File: config.mk
export PLATFORM = sky130hd
export DESIGN_NAME = shared_reg_arbiter
export DESIGN_NICKNAME = d
export VERILOG_FILES = /design/src/rtl/shared_reg_arbiter.sv
export SDC_FILE = /design/constraint.sdc
export NUM_CORES = 1
export LEC_CHECK = 0
export BUFFER_PORTS_ARGS = -buffer_cell sky130_fd_sc_hd__buf_2
export CORE_MARGIN = 2
export CORE_UTILIZATION = 50
export CTS_BUF_LIST = sky130_fd_sc_hd__clkbuf_4 sky130_fd_sc_hd__clkbuf_8
export DETAILED_ROUTE_END_ITERATION = 16
export PLACE_DENSITY = 0.82
export SYNTH_ARGS = -nofsm -noshare
export SYNTH_HDL_FRONTEND = slang
export SYNTH_SLANG_ARGS = --single-unit
export TNS_END_PERCENT = 10
File: constraint.sdc
create_clock -name clk -period 2.6 [get_ports clk]
set_input_delay 0.13 -clock clk [delete_from_list [all_inputs] [get_ports clk]]
set_output_delay 0.13 -clock clk [all_outputs]
set_load 0.03 [all_outputs]
File: src/rtl/shared_reg_arbiter.sv
`default_nettype none
// ============================================================================
//  Module   : shared_reg_arbiter
//  Purpose  : Round-robin arbiter that lets NUM_REQ producers share a single
//             DATA_W-bit register. At most one write commits per clock; the
//             winner receives a registered one-cycle acknowledge.
//  Ports    : clk, rst      - clock, synchronous active-high reset
//             clr           - synchronous clear of the shared register
//                             (beats any write, requests stay pending)
//             req[N]        - level write requests
//             wdata[N*W]    - packed write data, requester i at [i*W +: W]
//             ack[N]        - registered one-hot/zero commit pulse
//             q, q_valid    - shared register contents and its valid flag
//             last_id       - index of requester that produced q
//             wr_count      - committed writes since reset (wrapping)
//  Revision : 1.0 - initial release
// ============================================================================
module shared_reg_arbiter #(
    parameter int NUM_REQ = 4,
    parameter int DATA_W  = 8,
    parameter int CNT_W   = 16
) (
    input  logic                         clk,
    input  logic                         rst,
    input  logic                         clr,
    input  logic [NUM_REQ-1:0]           req,
    input  logic [NUM_REQ*DATA_W-1:0]    wdata,
    output logic [NUM_REQ-1:0]           ack,
    output logic [DATA_W-1:0]            q,
    output logic                         q_valid,
    output logic [$clog2(NUM_REQ)-1:0]   last_id,
    output logic [CNT_W-1:0]             wr_count
);

    localparam int              ID_W  = $clog2(NUM_REQ);
    localparam logic [ID_W:0]   c_NUM = (ID_W+1)'(NUM_REQ);

    logic [NUM_REQ-1:0]  r_ack;
    logic [DATA_W-1:0]   r_q;
    logic                r_q_valid;
    logic [ID_W-1:0]     r_last_id;
    logic [CNT_W-1:0]    r_wr_count;
    logic [ID_W-1:0]     r_ptr;

    logic [NUM_REQ-1:0]  w_elig;
    logic                w_found;
    logic [ID_W-1:0]     w_win;
    logic [ID_W:0]       w_idx;
    logic [ID_W:0]       w_win_p1;
    logic [ID_W-1:0]     w_ptr_nxt;
    logic [NUM_REQ-1:0]  w_onehot;
    logic [DATA_W-1:0]   w_wdata_win;

    // A requester acked last cycle sits out one cycle so it can drop req
    // after seeing ack without being granted twice for one write.
    assign w_elig = req & ~r_ack;

    // Rotating priority search: offsets 0..N-1 from ptr, modulo NUM_REQ.
    always_comb begin
        w_found = 1'b0;
        w_win   = '0;
        w_idx   = '0;
        for (int k = 0; k < NUM_REQ; k++) begin
            w_idx = {1'b0, r_ptr} + (ID_W+1)'(k);
            if (w_idx >= c_NUM) begin
                w_idx = w_idx - c_NUM;
            end
            if (!w_found && w_elig[w_idx[ID_W-1:0]]) begin
                w_found = 1'b1;
                w_win   = w_idx[ID_W-1:0];
            end
        end
    end

    // Pointer moves just past the winner so it gets lowest priority next.
    always_comb begin
        w_win_p1  = {1'b0, w_win} + (ID_W+1)'(1);
        w_ptr_nxt = w_win_p1[ID_W-1:0];
        if (w_win_p1 == c_NUM) begin
            w_ptr_nxt = '0;
        end
    end

    // Winner's data slice and one-hot ack vector.
    always_comb begin
        w_onehot    = '0;
        w_wdata_win = '0;
        for (int i = 0; i < NUM_REQ; i++) begin
            if (w_win == ID_W'(i)) begin
                w_onehot[i] = 1'b1;
                w_wdata_win = wdata[i*DATA_W +: DATA_W];
            end
        end
    end

    always_ff @(posedge clk) begin
        if (rst) begin
            r_ack      <= '0;
            r_q        <= '0;
            r_q_valid  <= 1'b0;
            r_last_id  <= '0;
            r_wr_count <= '0;
            r_ptr      <= '0;
        end else if (clr) begin
            // Clear wins over any write; last_id, ptr and count hold.
            r_ack      <= '0;
            r_q        <= '0;
            r_q_valid  <= 1'b0;
        end else if (w_found) begin
            r_ack      <= w_onehot;
            r_q        <= w_wdata_win;
            r_q_valid  <= 1'b1;
            r_last_id  <= w_win;
            r_wr_count <= r_wr_count + CNT_W'(1);
            r_ptr      <= w_ptr_nxt;
        end else begin
            r_ack      <= '0;
        end
    end

    assign ack      = r_ack;
    assign q        = r_q;
    assign q_valid  = r_q_valid;
    assign last_id  = r_last_id;
    assign wr_count = r_wr_count;

endmodule
`default_nettype wire
[Word level (Yosys, flattened, before mapping)]
Cells that the tools add are included.
Cells by class
  $lt $le $gt $ge: 8
  equality and inequality tests: 4
  reduce and logical (&&, ||, !) cells: 10
  multiplexer cells: 29
  bitwise logic cells: 4
  add/subtract/negate cells: 9
Operator list (number)
  $mux W8: 4
  $mux W2: 9
  $add A16 B1 Y16 const B: 1
  $lt A2 B3 Y1 const B: 4
  $mux W1: 12
  $ge A3 B3 Y1 const B: 3
  $bmux W1 S2: 4
  $sub A2 B1 Y2 const B: 4
  $add A2 B1 Y3 const B: 2
  $add A2 B2 Y3 const B: 2
  $and A4 B4 Y4: 1
  $eq A2 B2 Y1 const B: 2
  $not A4 Y4: 1
  $eq A3 B3 Y1 const B: 1
  $ge A2 B3 Y1 const B: 1
  $logic_and A1 B1 Y1: 3
  $logic_not A1 Y1: 3
  $reduce_or A3 Y1: 1
  $eq A2 B1 Y1 const B: 1
  $logic_not A2 Y1: 1
  $not A1 Y1: 2
  $reduce_and A2 Y1: 1
  $reduce_or A2 Y1: 1
Word-level totals
  logic and storage cells: 70
  output and inout port bits: 31
  bits in registers: 33

[Logic depth before layout (Yosys ltp)]
  depth in word-level cells: 19
  depth in mapped cells: 11
  mapped depth without buffers: 9

[Worst setup path after synthesis]
Ideal clock, no wire load.
  kind: register to register
  from: register r_ack[1] (netlist: ack[1])
  to: register r_q[6] (netlist: q[6])
  path slack: 0.157 ns
  library setup time: 0.078 ns
  stages on the path, launching flop included: 11
  clock period less this slack: 2.443 ns
  required time: 2.522 ns
  arrival time: 2.365 ns
  path through: dfxtp_1 -> and2b_4 -> or3_1 -> o211ai_1 -> inv_1 -> ha_1 -> buf_2 -> nand3b_1 -> a221oi_1 -> a211oi_1 -> nor3_1
Between the ends
  word-level cells in the longest chain between the ends: 19
Ends and longest elaborated chain
  from (decl): RTL line 38  | logic [NUM_REQ-1:0] r_ack;
  from (signal assigned): RTL line 110  | r_ack <= w_onehot;
  $not A4 Y4 (*): RTL line 56  | assign w_elig = req & ~r_ack;
  $and A4 B4 Y4 (*): RTL line 56
  $bmux W1 S2: RTL line 68  | if (!w_found && w_elig[w_idx[ID_W-1:0]]) begin
  $mux W1 (implied by the code): RTL line 68
  $mux W1: RTL line 68
  $logic_not A1 Y1: RTL line 68
  $logic_and A1 B1 Y1: RTL line 68
  $mux W1: RTL line 68
  (+2 left out)
  $mux W1: RTL line 68
  $logic_not A1 Y1: RTL line 68
  $logic_and A1 B1 Y1: RTL line 68
  $mux W2 (*): RTL line 68
  net w_win[0]: RTL line 47  | logic [ID_W-1:0] w_win;
  $logic_not A2 Y1: RTL line 89  | if (w_win == ID_W'(i)) begin
  $mux W8 (3 in a row): RTL line 89
  $mux W8 (*): RTL line 89
  to (signal assigned): RTL line 111  | r_q <= w_wdata_win;
  to (decl): RTL line 39  | logic [DATA_W-1:0] r_q;
Mark *: on every way through the listed nets, which the timed path passes. The rest lies on a longest branch. The select of a mux whose other input is x is not followed.
A chain may end at the register's enable or synchronous reset.

[Final worst setup path]
  from: register r_ack[2] (netlist: ack[2])
  to: register r_q[2] (netlist: q[2])
Between the ends
  word-level cells in the longest chain between the ends: 19
Ends and longest elaborated chain (RTL line)
  $not A4 Y4 (*): 56
  $and A4 B4 Y4 (*): 56
  $bmux W1 S2: 68
  $mux W1 (implied by the code): 68
  $mux W1: 68
  $logic_not A1 Y1: 68
  $logic_and A1 B1 Y1: 68
  $mux W1: 68
  $logic_not A1 Y1: 68
  $logic_and A1 B1 Y1: 68
  $mux W1: 68
  $logic_not A1 Y1: 68
  $logic_and A1 B1 Y1: 68
  $mux W2: 68
  $logic_not A2 Y1: 89
  $mux W8 (4 in a row): 89
Every way passes the cells marked *; elsewhere a longest branch is shown, timed or not. The select of a mux whose other input is x is not followed.

==> summary.txt <==
Clocking
  • # hold bufs at CTS: 0
  • TritonCTS clock tree: done
  • Clk root buf: clkbuf_4
  • CTS H-tree lvls: 2
  • Longest Clk Path Bufs: 2
  • TritonCTS Buffers: 5
  • Clk pin slew, worst setup/hold paths: around 0.11 ns
  • Skew-Pair Late Insertion Delay: between 0.3 and 0.4 ns
  • Sink Count: 33

Route
  • 1st-pass router iterations: 4
  • Final wirelength: between 4 and 5 mm
  • Initial detailed-routing violation count: 95
  • Post-DRT Antenna Nets: 0
  • DRC violations left: 0
  • Vias per cell: ~5.6
  • Drt wl/cell: about 14 um
  • Vias: around 1800

Place
  • Placed inst area: 2160 sq um
  • PortBufs: roughly 70
  • Placed Cells: between 300 and 400
  • Final Wtd Congestion: slightly below 0.9
  • Post-detail-place hpwl: 3.30 mm

Logic synthesis
  • Synth top area share: 37.1%
  • Count of flip-flops with a built-in enable after synthesis: 0
  • Mapped Cells: 210
  • Cell taking the most area after synthesis: dfxtp_1
  • Sequential fraction of the synthesis area: 37.1%
  • Yosys warning count: 0
  • Register bit count reported by yosys: 33
  • Unique cell type count in the Yosys netlist: 43
  • Ys async rst share: 0%
  • Post-Syn Nets: 254
  • Synth area leaders: dfxtp_1 (37%), a21oi_1 (6.2%), a221oi_1 (3.9%), a211oi_1 (3.8%), nand3b_1 (3.8%)
  • Syn avg cell area: 8.47 sq um
  • Dominant synthesized flop cell: dfxtp_1
  • Post-Synthesis Cell Area: 1780 sq um

Floorplan
  • Core area: about 3400 sq um
  • Io pins: 70
  • # rows: 21
  • Die width: roughly 64 um
  • Starting Density: between 50% and 60%
  • Die Y: ~64 um
  • Die Area: 4050 sq um

Outcome
  • Outcome: completed

Setup path
  • RR Endpoint: q[2]
  • Worst-path maximum fanout: 14
  • RR Startpoint: ack[2]
  • Critical path launch point: ack[2]
  • Worst EP required: between 2 and 3 ns
  • Reg2Reg Setup Slack: ~0.21 ns
  • CP arrival: between 2 and 3 ns
  • Reg2reg path depth: 9
  • CP Class: reg2reg
  • CP Launch Type: flip-flop
  • CP endpoint kind: flip-flop
  • CP Capture Point: q[2]

Finish
  • Fin area: about 2200 sq um
  • Final core area utilization: ~66%
  • Nets: 324
  • P&R area growth vs syn: 24.9%
  • Non-Filler Instances: around 330
  • Layout cells sized above 1: 34.4%
  • Number of antenna diodes: 0

Global routing
  • First-pass GRT wire length: between 7 and 8 mm
  • Largest net degree at the start of global routing: 21
  • Total Routing Usage GR: 23.4%
  • Initial antenna violation count: 0
  • Vias in the first global route: ~1700
  • Total grt overflow: 0

STA
  • Final Hold Viols: 0
  • Fmax: 418 MHz
  • Final worst path period share: about nine tenths
  • Post-route setup TNS: 0 ns
  • Slew Limit Fails: 0
  • Final setup vio count: 0
  • Worst Skew: approximately 0.012 ns
  • Slew @ Worst Pin: roughly 0.55 ns
  • Max_slew headroom: 63.5%
  • Tmin final: 2.39 ns

Worst hold path
  • Hold Path Class: in2reg
  • Hold Path Origin: wdata[24]

Power
  • Leak pwr: roughly 1 nW
  • Power Dens Cells: 529 nW/um^2
  • Worst VDD drop: between 300 and 400 uV
  • Total Power: between 1 and 1.5 mW

Run
  • Max-cap viol count: 0
==> flip-flops by register name, summed over array words and instances (netlist names) <==
name,count
q_valid,1
wr_count,16
r_ptr,2
ack,4
q,8
last_id,2
==> cell usage in the layout, fill, tap and decap left out, types with 3 or more instances in the layout <==
cell type,n
or4_1,4
buf_2,69
buf_4,6
nand2_1,5
o21ai_0,13
a21oi_1,22
nand2b_1,4
inv_1,15
ha_2,3
nand3b_1,9
a211oi_1,9
nor3_1,9
clkbuf_4,5
nand3_1,4
or3_1,9
o31ai_1,4
a221oi_1,8
dfxtp_1,33
nand4_1,3
nor2_1,13
and3_1,4
==> synth_stat cells, types with 2 or more instances <==
cell type / n
a211oi_1: 9
a21oi_1: 22
a221oi_1: 8
and2b_4: 2
and3_1: 4
and3b_1: 2
buf_2: 5
clkbuf_1: 5
dfxtp_1: 33
ha_1: 5
inv_1: 15
nand2_1: 5
nand2b_1: 4
nand3_1: 4
nand3b_1: 9
nand4_1: 3
nor2_1: 13
nor3_1: 9
o21ai_0: 13
o31ai_1: 4
o41ai_2: 2
or3_1: 9
or4_1: 4
xnor2_1: 2
==> cell type report <==
cell class                      instances  area, sq um
Inverter                               15         56.3
Clock buffer                            5         37.5
Sequential cell                        33          661
Fill cell                             295         1170
Clock inverter                          1         5.00
Multi-Input combinational cell        150         1010
Tap cell                               46         57.6
Timing Repair Buffer                   75          390
==> what timing repair did <==
item                                   CTS  global route
endpoints found under the hold margin    0             0
setup endpoints to repair                0             8
buffers inserted                         0             1
resized for setup                        0             3
==> worst min-delay path by stage <==
stage | to | slack (ns) | cells past startpoint
floorplan | r_ptr[0] | 0.32 | 1
global placement | q[6] | 0.45 | 3
detailed placement | last_id[0] | 0.46 | 2
CTS | q[6] | 0.11 | 3
global route | q[6] | 0.12 | 3
finish | q[0] | 0.11 | 3
==> per-layer routing <==
layer	up-vias	routed length [um]	GRT usage, %
met5	-	0	0
met4	0	63	10.3
met3	5	201	4.82
met2	50	2120	37.1
met1	840	2030	30.6
li1	914	-	-
==> metrics by stage <==
step | setup slack, ns | hold WS [ns]
after floorplan | 0.157 | 0.323
after global placement | 0.181 | 0.452
after detailed placement | 0.0896 | 0.462
after CTS | 0.0467 | 0.110
after global routing | -0.0105 | 0.124
final | 0.208 | 0.114
==> report_power, final <==
group / leakage, nW / switching, mW / internal [mW] / total, mW
Clock: 0.0269 / 0.173 / 0.0937 / 0.267
Sequential: 0.269 / 0.0194 / 0.533 / 0.552
Combinational: 0.708 / 0.208 / 0.149 / 0.356
==> cells by family after synthesis <==
| group | count (synthesis) | synth area share, % |
|---|---|---|
| AO/OA/AOI/OAI | 64 | 23.9 |
| XOR/XNOR | 2 | 0.985 |
| adder cells (fa/ha/maj) | 5 | 3.52 |
| buffers and inverters | 27 | 6.26 |
| flip-flops | 33 | 37.1 |
| multiplexers | 1 | 0.563 |
| AND/OR/NAND/NOR | 78 | 27.6 |
==> critical path, stage by stage (launching register included) <==
cell and delay (ns):
dfxtp_1 0.34, and2b_1 0.33, mux2i_1 0.11, o211ai_1 0.33, buf_4 0.19, ha_2 0.32
a21oi_1 0.07, a221oi_1 0.35, a211oi_1 0.10, nor3_1 0.19
Power figures use the tool's default switching activity.
